## src/rtl/ex_mem_register.sv

```systemverilog
// EX/MEM pipeline register: captures execute results for the memory stage,
// handles stall/flush, forwards writeback data into store data, counts commits.
module ex_mem_register #(
  parameter int DATA_W     = 16,
  parameter int REG_ADDR_W = 3
) (
  input  logic                  clk_i,
  input  logic                  rst_ni,
  input  logic                  stall_i,
  input  logic                  flush_i,
  input  logic                  ex_valid_i,
  input  logic [DATA_W-1:0]     ex_alu_result_i,
  input  logic [DATA_W-1:0]     ex_store_data_i,
  input  logic [REG_ADDR_W-1:0] ex_rt_addr_i,
  input  logic [REG_ADDR_W-1:0] ex_dest_reg_i,
  input  logic                  ex_mem_write_i,
  input  logic                  ex_mem_to_reg_i,
  input  logic                  ex_reg_write_i,
  input  logic                  wb_reg_write_i,
  input  logic [REG_ADDR_W-1:0] wb_dest_reg_i,
  input  logic [DATA_W-1:0]     wb_write_data_i,
  output logic                  mem_valid_o,
  output logic [DATA_W-1:0]     mem_address_o,
  output logic [DATA_W-1:0]     mem_write_data_o,
  output logic                  mem_write_en_o,
  output logic [REG_ADDR_W-1:0] mem_dest_reg_o,
  output logic                  mem_reg_write_o,
  output logic                  mem_mem_to_reg_o,
  output logic [15:0]           store_count_o
);

  logic                  valid_q,      valid_d;
  logic [DATA_W-1:0]     aluResult_q,  aluResult_d;
  logic [DATA_W-1:0]     storeData_q,  storeData_d;
  logic [REG_ADDR_W-1:0] rtAddr_q,     rtAddr_d;
  logic [REG_ADDR_W-1:0] destReg_q,    destReg_d;
  logic                  memWrite_q,   memWrite_d;
  logic                  memToReg_q,   memToReg_d;
  logic                  regWrite_q,   regWrite_d;
  logic [15:0]           storeCount_q, storeCount_d;

  logic fwdEx;
  logic fwdHeld;
  logic commit;

  // Register 0 is hard-wired zero, so a WB write to it never forwards.
  assign fwdEx   = wb_reg_write_i && (wb_dest_reg_i == ex_rt_addr_i) && (ex_rt_addr_i != '0);
  assign fwdHeld = wb_reg_write_i && (wb_dest_reg_i == rtAddr_q) && (rtAddr_q != '0);
  assign commit  = mem_write_en_o && !stall_i;

  always_comb begin
    valid_d     = valid_q;
    aluResult_d = aluResult_q;
    storeData_d = storeData_q;
    rtAddr_d    = rtAddr_q;
    destReg_d   = destReg_q;
    memWrite_d  = memWrite_q;
    memToReg_d  = memToReg_q;
    regWrite_d  = regWrite_q;

    if (flush_i) begin
      valid_d     = 1'b0;
      aluResult_d = '0;
      storeData_d = '0;
      rtAddr_d    = '0;
      destReg_d   = '0;
      memWrite_d  = 1'b0;
      memToReg_d  = 1'b0;
      regWrite_d  = 1'b0;
    end else if (stall_i) begin
      if (fwdHeld) begin
        storeData_d = wb_write_data_i;
      end
    end else begin
      valid_d     = ex_valid_i;
      aluResult_d = ex_alu_result_i;
      storeData_d = fwdEx ? wb_write_data_i : ex_store_data_i;
      rtAddr_d    = ex_rt_addr_i;
      destReg_d   = ex_dest_reg_i;
      memWrite_d  = ex_mem_write_i  && ex_valid_i;
      memToReg_d  = ex_mem_to_reg_i && ex_valid_i;
      regWrite_d  = ex_reg_write_i  && ex_valid_i;
    end
  end

  // A flushed store still counts if it was not stalled: its write completes on that edge.
  always_comb begin
    storeCount_d = storeCount_q;
    if (commit && (storeCount_q != 16'hFFFF)) begin
      storeCount_d = storeCount_q + 16'd1;
    end
  end

  always_ff @(posedge clk_i or negedge rst_ni) begin
    if (!rst_ni) begin
      valid_q      <= 1'b0;
      aluResult_q  <= '0;
      storeData_q  <= '0;
      rtAddr_q     <= '0;
      destReg_q    <= '0;
      memWrite_q   <= 1'b0;
      memToReg_q   <= 1'b0;
      regWrite_q   <= 1'b0;
      storeCount_q <= '0;
    end else begin
      valid_q      <= valid_d;
      aluResult_q  <= aluResult_d;
      storeData_q  <= storeData_d;
      rtAddr_q     <= rtAddr_d;
      destReg_q    <= destReg_d;
      memWrite_q   <= memWrite_d;
      memToReg_q   <= memToReg_d;
      regWrite_q   <= regWrite_d;
      storeCount_q <= storeCount_d;
    end
  end

  assign mem_valid_o      = valid_q;
  assign mem_address_o    = aluResult_q;
  assign mem_write_data_o = storeData_q;
  assign mem_write_en_o   = valid_q && memWrite_q;
  assign mem_dest_reg_o   = destReg_q;
  assign mem_reg_write_o  = valid_q && regWrite_q;
  assign mem_mem_to_reg_o = valid_q && memToReg_q;
  assign store_count_o    = storeCount_q;

endmodule

```

## config.mk

```make
export PLATFORM = sky130hd
export DESIGN_NAME = ex_mem_register
export DESIGN_NICKNAME = d
export VERILOG_FILES = /design/src/rtl/ex_mem_register.sv
export SDC_FILE = /design/constraint.sdc
export NUM_CORES = 1
export LEC_CHECK = 0
export ABC_AREA = 1
export CORE_MARGIN = 2
export CORE_UTILIZATION = 55
export CTS_BUF_LIST = sky130_fd_sc_hd__clkbuf_4 sky130_fd_sc_hd__clkbuf_8
export DETAILED_ROUTE_END_ITERATION = 8
export DONT_BUFFER_PORTS = 1
export GPL_TIMING_DRIVEN = 0
export PLACE_DENSITY = 0.73
export SETUP_SLACK_MARGIN = 0.02
export SYNTH_ARGS = -nofsm -noshare
export SYNTH_HDL_FRONTEND = slang
export SYNTH_SLANG_ARGS = --single-unit
```

## constraint.sdc

```tcl
create_clock -name clk_i -period 1.4 [get_ports clk_i]
set_input_delay 0.42 -clock clk_i [delete_from_list [all_inputs] [get_ports clk_i]]
set_output_delay 0.42 -clock clk_i [all_outputs]
set_load 0.02 [all_outputs]
```

==> results by group, run 1 <==
Status
  – Result of the run: complete, but fails checks
  – Violated checks: negative hold slack, negative setup slack

Logic synthesis
  – Synth top area cells: dfrtp_1 (49%), nand2_1 (13%), a22o_1 (5.9%), inv_1 (5.3%), nand3_1 (4.7%)
  – Syn nets: 413
  – Simple-gate share of the synthesized area: 0.2801
  – Synth Area in Adders: 0.004212
  – Yosys top cell area share: 0.4886
  – Synth area leader: dfrtp_1
  – Yosys warnings: 0
  – Largest family of logic cells by synthesized area: simple AND/OR/NAND/NOR gates
  – Complex-gate fraction of the synthesized area: 0.1112
  – Yosys reg bits: 58
  – Synthesized area per cell: 8.585 um2
  – Mapped Cells: 346
  – Synthesized cell area: 2970 um2
  – XOR/XNOR share of the synthesized area: 0.02949
  – Mux contribution to synthesized area: 0
  – Register area share after synthesis: 0.4886
  – Cell variety after synth: 30

STA
  – Worst Skew: 0.009907 ns
  – Final Max Tran Viols: 0
  – Setup violations, final: 29
  – RSZ-0062 raised after global routing: yes
  – Post-route minimum period: 1.581 ns
  – Relative slew slack: 0.6941
  – Worst-Margin Slew: 0.4589 ns
  – Final WS setup: -0.1809 ns
  – Final worst-path cycle share: 1.129
  – Hold_ws: -0.2254 ns
  – Endpoints failing hold: 58
  – Fmax: 632.5 MHz

Worst setup path
  – FF-to-FF path depth: 6
  – Setup crit start kind: register
  – Crit-path max FO: 6
  – Crit path kind: register to register
  – Worst endpoint data arrival time: 1.79 ns
  – R2r endpoint: store_count_o[13]$_DFFE_PN0P_
  – CP endpoint kind: register
  – R2r startpoint: store_count_o[2]$_DFFE_PN0P_
  – Reg2Reg Setup Slack: -0.18 ns
  – Required @ worst endpoint: 1.61 ns

Placed design
  – # port buffers: 0
  – DP HPWL: 4806 um
  – Final estimated routing congestion in global placement: 0.8595
  – Setup slack at placement: -0.2415 ns

Finish
  – # diodes: 0
  – Fillers: 412
  – Area delta synth->final: 21.15%
  – Layout cell share with drive strength beyond 1: 0.2857
  – Multi-input gate area: 1451 um2
  – Net count, final: 433
  – Sequential Area: 1466 um2

Global routing
  – Initial antenna violation count: 0
  – Vias in the first global route: 2410
  – GRT Overall Usage: 0.2346
  – Gr ovfl total: 0
  – First-pass GRT wire length: 11030 um
  – Largest net degree at the start of global routing: 59

Route
  – Initial DRC Count: 143
  – DR WL/cell: 16.51 um
  – Remaining antenna violation count: 0
  – Drt first pass iters: 5
  – Vias post-DR: 2455
  – Drt total wl: 7280 um
  – DR vias/cell: 5.567
  – DR DRC count: 0

Clock tree
  – CTS tree: built
  – H-tree lvl count: 3
  – CTS buffer count: 9
  – Root buffer cell: clkbuf_8
  – Worst skew pair latency: 0.33 ns
  – CTS clk-pin slew, worst paths: 0.07 ns
  – CTS Sinks: 58
  – Clock Path Buffers: 2

Floorplanning
  – Initial core utilization: 0.5743
  – Die W: 77.49 um
  – DIE AREA: 6005 um2
  – Die H: 77.49 um
  – Io pins: 121
  – FP Rows: 26
  – Core region area: 5172 um2

Pwr
  – Leakage: 1.770 nW
  – Pwr Total: 0.004262 W
  – PwrDens: 1184 nW/um2
  – VDD IR-drop max: 0.0007493 V

Run
  – Max-Cap Viols: 0

Min path
  – Hold WC Path Type: primary input to asynchronous set/reset pin
## flip-flops by register name, indices dropped and copies added, names as in the netlist
signal,cells
regWrite_q,1
mem_dest_reg_o,3
mem_valid_o,1
store_count_o,16
memToReg_q,1
rtAddr_q,3
mem_address_o,16
mem_write_data_o,16
memWrite_q,1
## Yosys cell counts, drive strengths merged
master  number
nand2      108
dfrtp       58
inv         46
nand3       30
a22o        20
nand3b      17
nor2        12
o21ai       12
buf         10
nor3         9
xor2         6
xnor2        4
a32o         3
nand4        3
o22ai        3
clkbuf       2
a21boi       1
a21oi        1
ha           1
## logic make-up after synthesis
logic type / Yosys count
AO/OA/AOI/OAI: 40
XOR/XNOR: 10
adder cells (fa/ha/maj): 1
buffers and inverters: 58
flip-flops: 58
AND/OR/NAND/NOR: 179
## routing by layer
metal	vias to the layer above	part of all wire	global-route usage
met5	-	0	0
met4	0	0.014	0.1000
met3	12	0.10	0.1070
met2	127	0.50	0.3757
met1	1150	0.39	0.2719
li1	1166	-	-
## cell usage in the layout (no fill, tap or decap), types with 5 or more instances in the layout
cell / count
a22o_1: 20
buf_4: 6
buf_6: 7
clkbuf_8: 10
dfrtp_1: 46
dfrtp_2: 12
inv_1: 38
nand2_1: 89
nand2_2: 13
nand2_4: 6
nand3_1: 14
nand3_2: 15
nand3b_1: 17
nor2_1: 9
o21ai_0: 6
o21ai_2: 6
xor2_1: 5
## how the worst max path moves through the flow
stage / startpoint / endpoint / slack [ns]
6_report: store_count_o[2]$_DFFE_PN0P_ / store_count_o[13]$_DFFE_PN0P_ / -0.18
5_1_grt: store_count_o[2]$_DFFE_PN0P_ / store_count_o[13]$_DFFE_PN0P_ / -0.24
4_1_cts: store_count_o[0]$_DFFE_PN0P_ / store_count_o[10]$_DFFE_PN0P_ / -0.23
3_5_place_dp: store_count_o[0]$_DFFE_PN0P_ / store_count_o[10]$_DFFE_PN0P_ / -0.24
3_3_place_gp: store_count_o[8]$_DFFE_PN0P_ / store_count_o[13]$_DFFE_PN0P_ / -0.22
2_1_floorplan: store_count_o[0]$_DFFE_PN0P_ / store_count_o[14]$_DFFE_PN0P_ / -0.07
## report_power, final
group	switching, W	leakage [nW]	total, W	internal [W]
clock network	0.000632	0.116	0.00167	0.00104
registers	0.000287	0.742	0.00210	0.00181
logic	0.000278	0.912	0.000497	0.000219
total	0.00120	1.77	0.00426	0.00306
## worst max-delay path: stages (launching register included)
cell     delay [ns]
dfrtp_2        0.50
nand3_1        0.20
nor2_1         0.32
nand3_1        0.15
xor2_1         0.18
nand2_2        0.06
nand2_1        0.05
## per-stage QoR
stage / area [um2] / setup TNS (ns) / util / std cells
after floorplan: 2995 / -0.8038 / - / 346
after global placement: 3083 / -3.623 / 0.5960 / 416
after detailed placement: 3083 / -4.391 / 0.5960 / 416
after CTS: 3367 / -3.606 / 0.6509 / 434
after global routing: 3598 / -5.097 / 0.6957 / 441
final: 3598 / -2.380 / 0.6957 / 441
## final cells by class
cell class | count | area share
plain buffers | 12 | 0.02712
repair buffers | 9 | 0.02573
clock buffers | 10 | 0.03825
inverters | 46 | 0.05146
well taps | 70 | 0.02434
multi-input cells | 230 | 0.4033
flip-flops and latches | 58 | 0.4075
clock inverters | 6 | 0.02225
## what timing repair did
action                                  CTS  global route
pin swaps                                 4            18
endpoints found under the hold margin    58            58
setup buffers                             2             4
endpoints found under the setup margin   19            29
cloned                                    0             3
gates resized for setup                  18            51
No activity file was read; power rests on OpenSTA's default activity.
==> run 2, diff against run 1 <==
--- a/config.mk
+++ b/config.mk
@@ -6,6 +6,8 @@
 export NUM_CORES = 1
 export LEC_CHECK = 0
 export ABC_AREA = 1
+export ABC_CLOCK_PERIOD_IN_PS = 1400
+export CORE_ASPECT_RATIO = 1.75
 export CORE_MARGIN = 2
 export CORE_UTILIZATION = 55
 export CTS_BUF_LIST = sky130_fd_sc_hd__clkbuf_4 sky130_fd_sc_hd__clkbuf_8
==> run 2 against run 1 <==
Net effect:
- the run still ends with negative hold slack, negative setup slack left
- setup slack better by 0.0016 ns
- sequential power about the same
- clock-buffer cell count unchanged
- utilization down 2.9 points
- clock skew down 0.0025 ns
- die area up 0.38%
- highest routed layer unchanged
==> results by group, run 2 (same netlist as run 1, synthesis figures left out) <==
Floorplanning
  – Die H: 101.2 um
  – Initial core utilization: 0.5652
  – DIE AREA: 6027 um2
  – Core region area: 5255 um2
  – Io pins: 121
  – Die W: 59.55 um
  – FP Rows: 35

Route
  – Drt total wl: 7521 um
  – DR DRC count: 0
  – Initial DRC Count: 175
  – Drt first pass iters: 4
  – DR WL/cell: 17.65 um
  – Vias post-DR: 2497
  – Remaining antenna violation count: 0
  – DR vias/cell: 5.862

Worst setup path
  – Critical Path Slowest Stage Cell: dfrtp_2
  – Crit-path max FO: 10
  – Largest stage delay on the critical path: 0.49 ns
  – Crit-path cells: ha_4 -> nand3_4 -> nor3_4 -> nand3_2 -> nand2_4 -> inv_4 -> buf_8 -> nand2_1 -> o21ai_2
  – Required @ worst endpoint: 1.62 ns
  – Crit path kind: register to register
  – Worst endpoint data arrival time: 1.80 ns
  – CP endpoint kind: register
  – Setup crit start kind: register

Clock tree
  – CTS clk-pin slew, worst paths: 0.07 ns
  – CTS buffer count: 9
  – Root buffer cell: clkbuf_8
  – H-tree lvl count: 3
  – CTS tree: built
  – Worst skew pair latency: 0.33 ns
  – Clock Path Buffers: 2
  – CTS Sinks: 58

Placed design
  – # port buffers: 0
  – Setup slack at placement: -0.3373 ns
  – Final estimated routing congestion in global placement: 0.8584
  – DP HPWL: 5265 um

STA
  – Setup TNS: -2.451 ns
  – Worst-Margin Slew: 0.4587 ns
  – Final Max Tran Viols: 0
  – RSZ-0062 raised after global routing: yes
  – Final WS setup: -0.1793 ns
  – Endpoints failing hold: 58
  – Hold_ws: -0.2266 ns
  – Final worst-path cycle share: 1.128
  – Post-route minimum period: 1.579 ns
  – Setup violations, final: 19
  – Fmax: 633.2 MHz
  – Worst Skew: 0.007371 ns
  – Relative slew slack: 0.6942

Finish
  – # diodes: 0
  – Area delta synth->final: 18.03%
  – Commonest non-fill, non-tap cells in the layout: nand2_1 (93), dfrtp_1 (45), inv_1 (39)
  – Fillers: 423
  – Layout cell share with drive strength beyond 1: 0.2453
  – Most common cell after layout, fill and taps aside: nand2_1
  – Net count, final: 433

Run
  – Max-Cap Viols: 0

Global routing
  – Vias in the first global route: 2536
  – GRT Overall Usage: 0.2533
  – First-pass GRT wire length: 11410 um
  – Gr ovfl total: 0
  – Largest net degree at the start of global routing: 59
  – Initial antenna violation count: 0

Min path
  – Hold WC Path Type: primary input to asynchronous set/reset pin

Pwr
  – VDD IR-drop max: 0.0007968 V
  – Leakage: 1.750 nW
  – PwrDens: 1225 nW/um2

Status
  – Result of the run: complete, but fails checks
  – Violated checks: negative hold slack, negative setup slack
==> run 2: cell count changes in the layout (fill, tap and decap cells not counted), sizes merged <==
cell | before | now
clkinv | 4 | 1
clkinvlp | 0 | 2
inv | 46 | 47
==> run 2: routing by layer <==
| metal | track usage | part of all wire | up-vias |
|---|---|---|---|
| met1 | 0.2689 | 0.36 | 1199 |
| li1 | - | - | 1180 |
| met3 | 0.07152 | 0.066 | 23 |
| met4 | 0.1504 | 0.036 | 0 |
| met5 | 0 | 0 | - |
| met2 | 0.4328 | 0.54 | 95 |
==> run 2: through the flow <==
| stage | std cells | utilization | area, um2 | total power [W] |
|---|---|---|---|---|
| after global routing | 426 | 0.6671 | 3506 | 0.004473 |
| after detailed placement | 401 | 0.5831 | 3064 | 0.002524 |
| final | 426 | 0.6671 | 3506 | 0.004295 |
| after global placement | 401 | 0.5831 | 3064 | 0.002506 |
| after CTS | 423 | 0.6436 | 3382 | 0.004308 |
| after floorplan | 346 | - | 2995 | 0.002415 |
==> run 2: report_power, final <==
part / switching, W / internal (W)
clock network: 0.000696 / 0.00105
logic: 0.000250 / 0.000199
registers: 0.000289 / 0.00181
total: 0.00123 / 0.00306
==> run 2: cell type report <==
cell class              instances  area [um2]  area share
flip-flops and latches         58        1468      0.4186
repair buffers                  9       85.08     0.02427
multi-input cells             230        1379      0.3933
clock buffers                  10       137.6     0.03926
well taps                      55       68.82     0.01963
clock inverters                 6       88.84     0.02534
inverters                      46       177.7     0.05068
plain buffers                  12       101.3     0.02891
==> run 2: worst max-delay path, delay by kind of cell, from the launching register on <==
family,cells,cell delay [ns]
fa+ha+maj,1,0.20
buf+inv,2,0.19
flops,1,0.49
simple gates,5,0.53
compound gates,1,0.05
==> run 2: final timing paths <==
check,startpoint,endpoint,slack [ns],cells after the start
worst min-delay path,rst_ni,store_count_o[0]$_DFFE_PN0P_,-0.23,0
min in group clk_i,ex_alu_result_i[6],mem_address_o[6]$_DFFE_PN0P_,0.22,1
worst max register to register,store_count_o[0]$_DFFE_PN0P_,store_count_o[1]$_DFFE_PN0P_,-0.18,9
worst min register to register,regWrite_q$_DFFE_PN0P_,regWrite_q$_DFFE_PN0P_,0.53,1
max in group asynchronous,rst_ni,mem_valid_o$_DFFE_PN0P_,1.49,0
worst max-delay path,store_count_o[0]$_DFFE_PN0P_,store_count_o[1]$_DFFE_PN0P_,-0.18,9
==> run 2: repair_timing <==
action | 4_1_cts | 5_1_grt
gates cloned | 0 | 2
buffers inserted | 6 | 1
pin swaps | 2 | 3
resized for setup | 18 | 29
hold endpoints to repair | 58 | 58
setup endpoints to repair | 20 | 29
==> run 3, diff against run 2 <==
--- a/config.mk
+++ b/config.mk
@@ -10,7 +10,6 @@
 export CORE_ASPECT_RATIO = 1.75
 export CORE_MARGIN = 2
 export CORE_UTILIZATION = 55
-export CTS_BUF_LIST = sky130_fd_sc_hd__clkbuf_4 sky130_fd_sc_hd__clkbuf_8
 export DETAILED_ROUTE_END_ITERATION = 8
 export DONT_BUFFER_PORTS = 1
 export GPL_TIMING_DRIVEN = 0
==> results of run 3 <==
Final layout, timing and power as in run 2 (identical DEF).
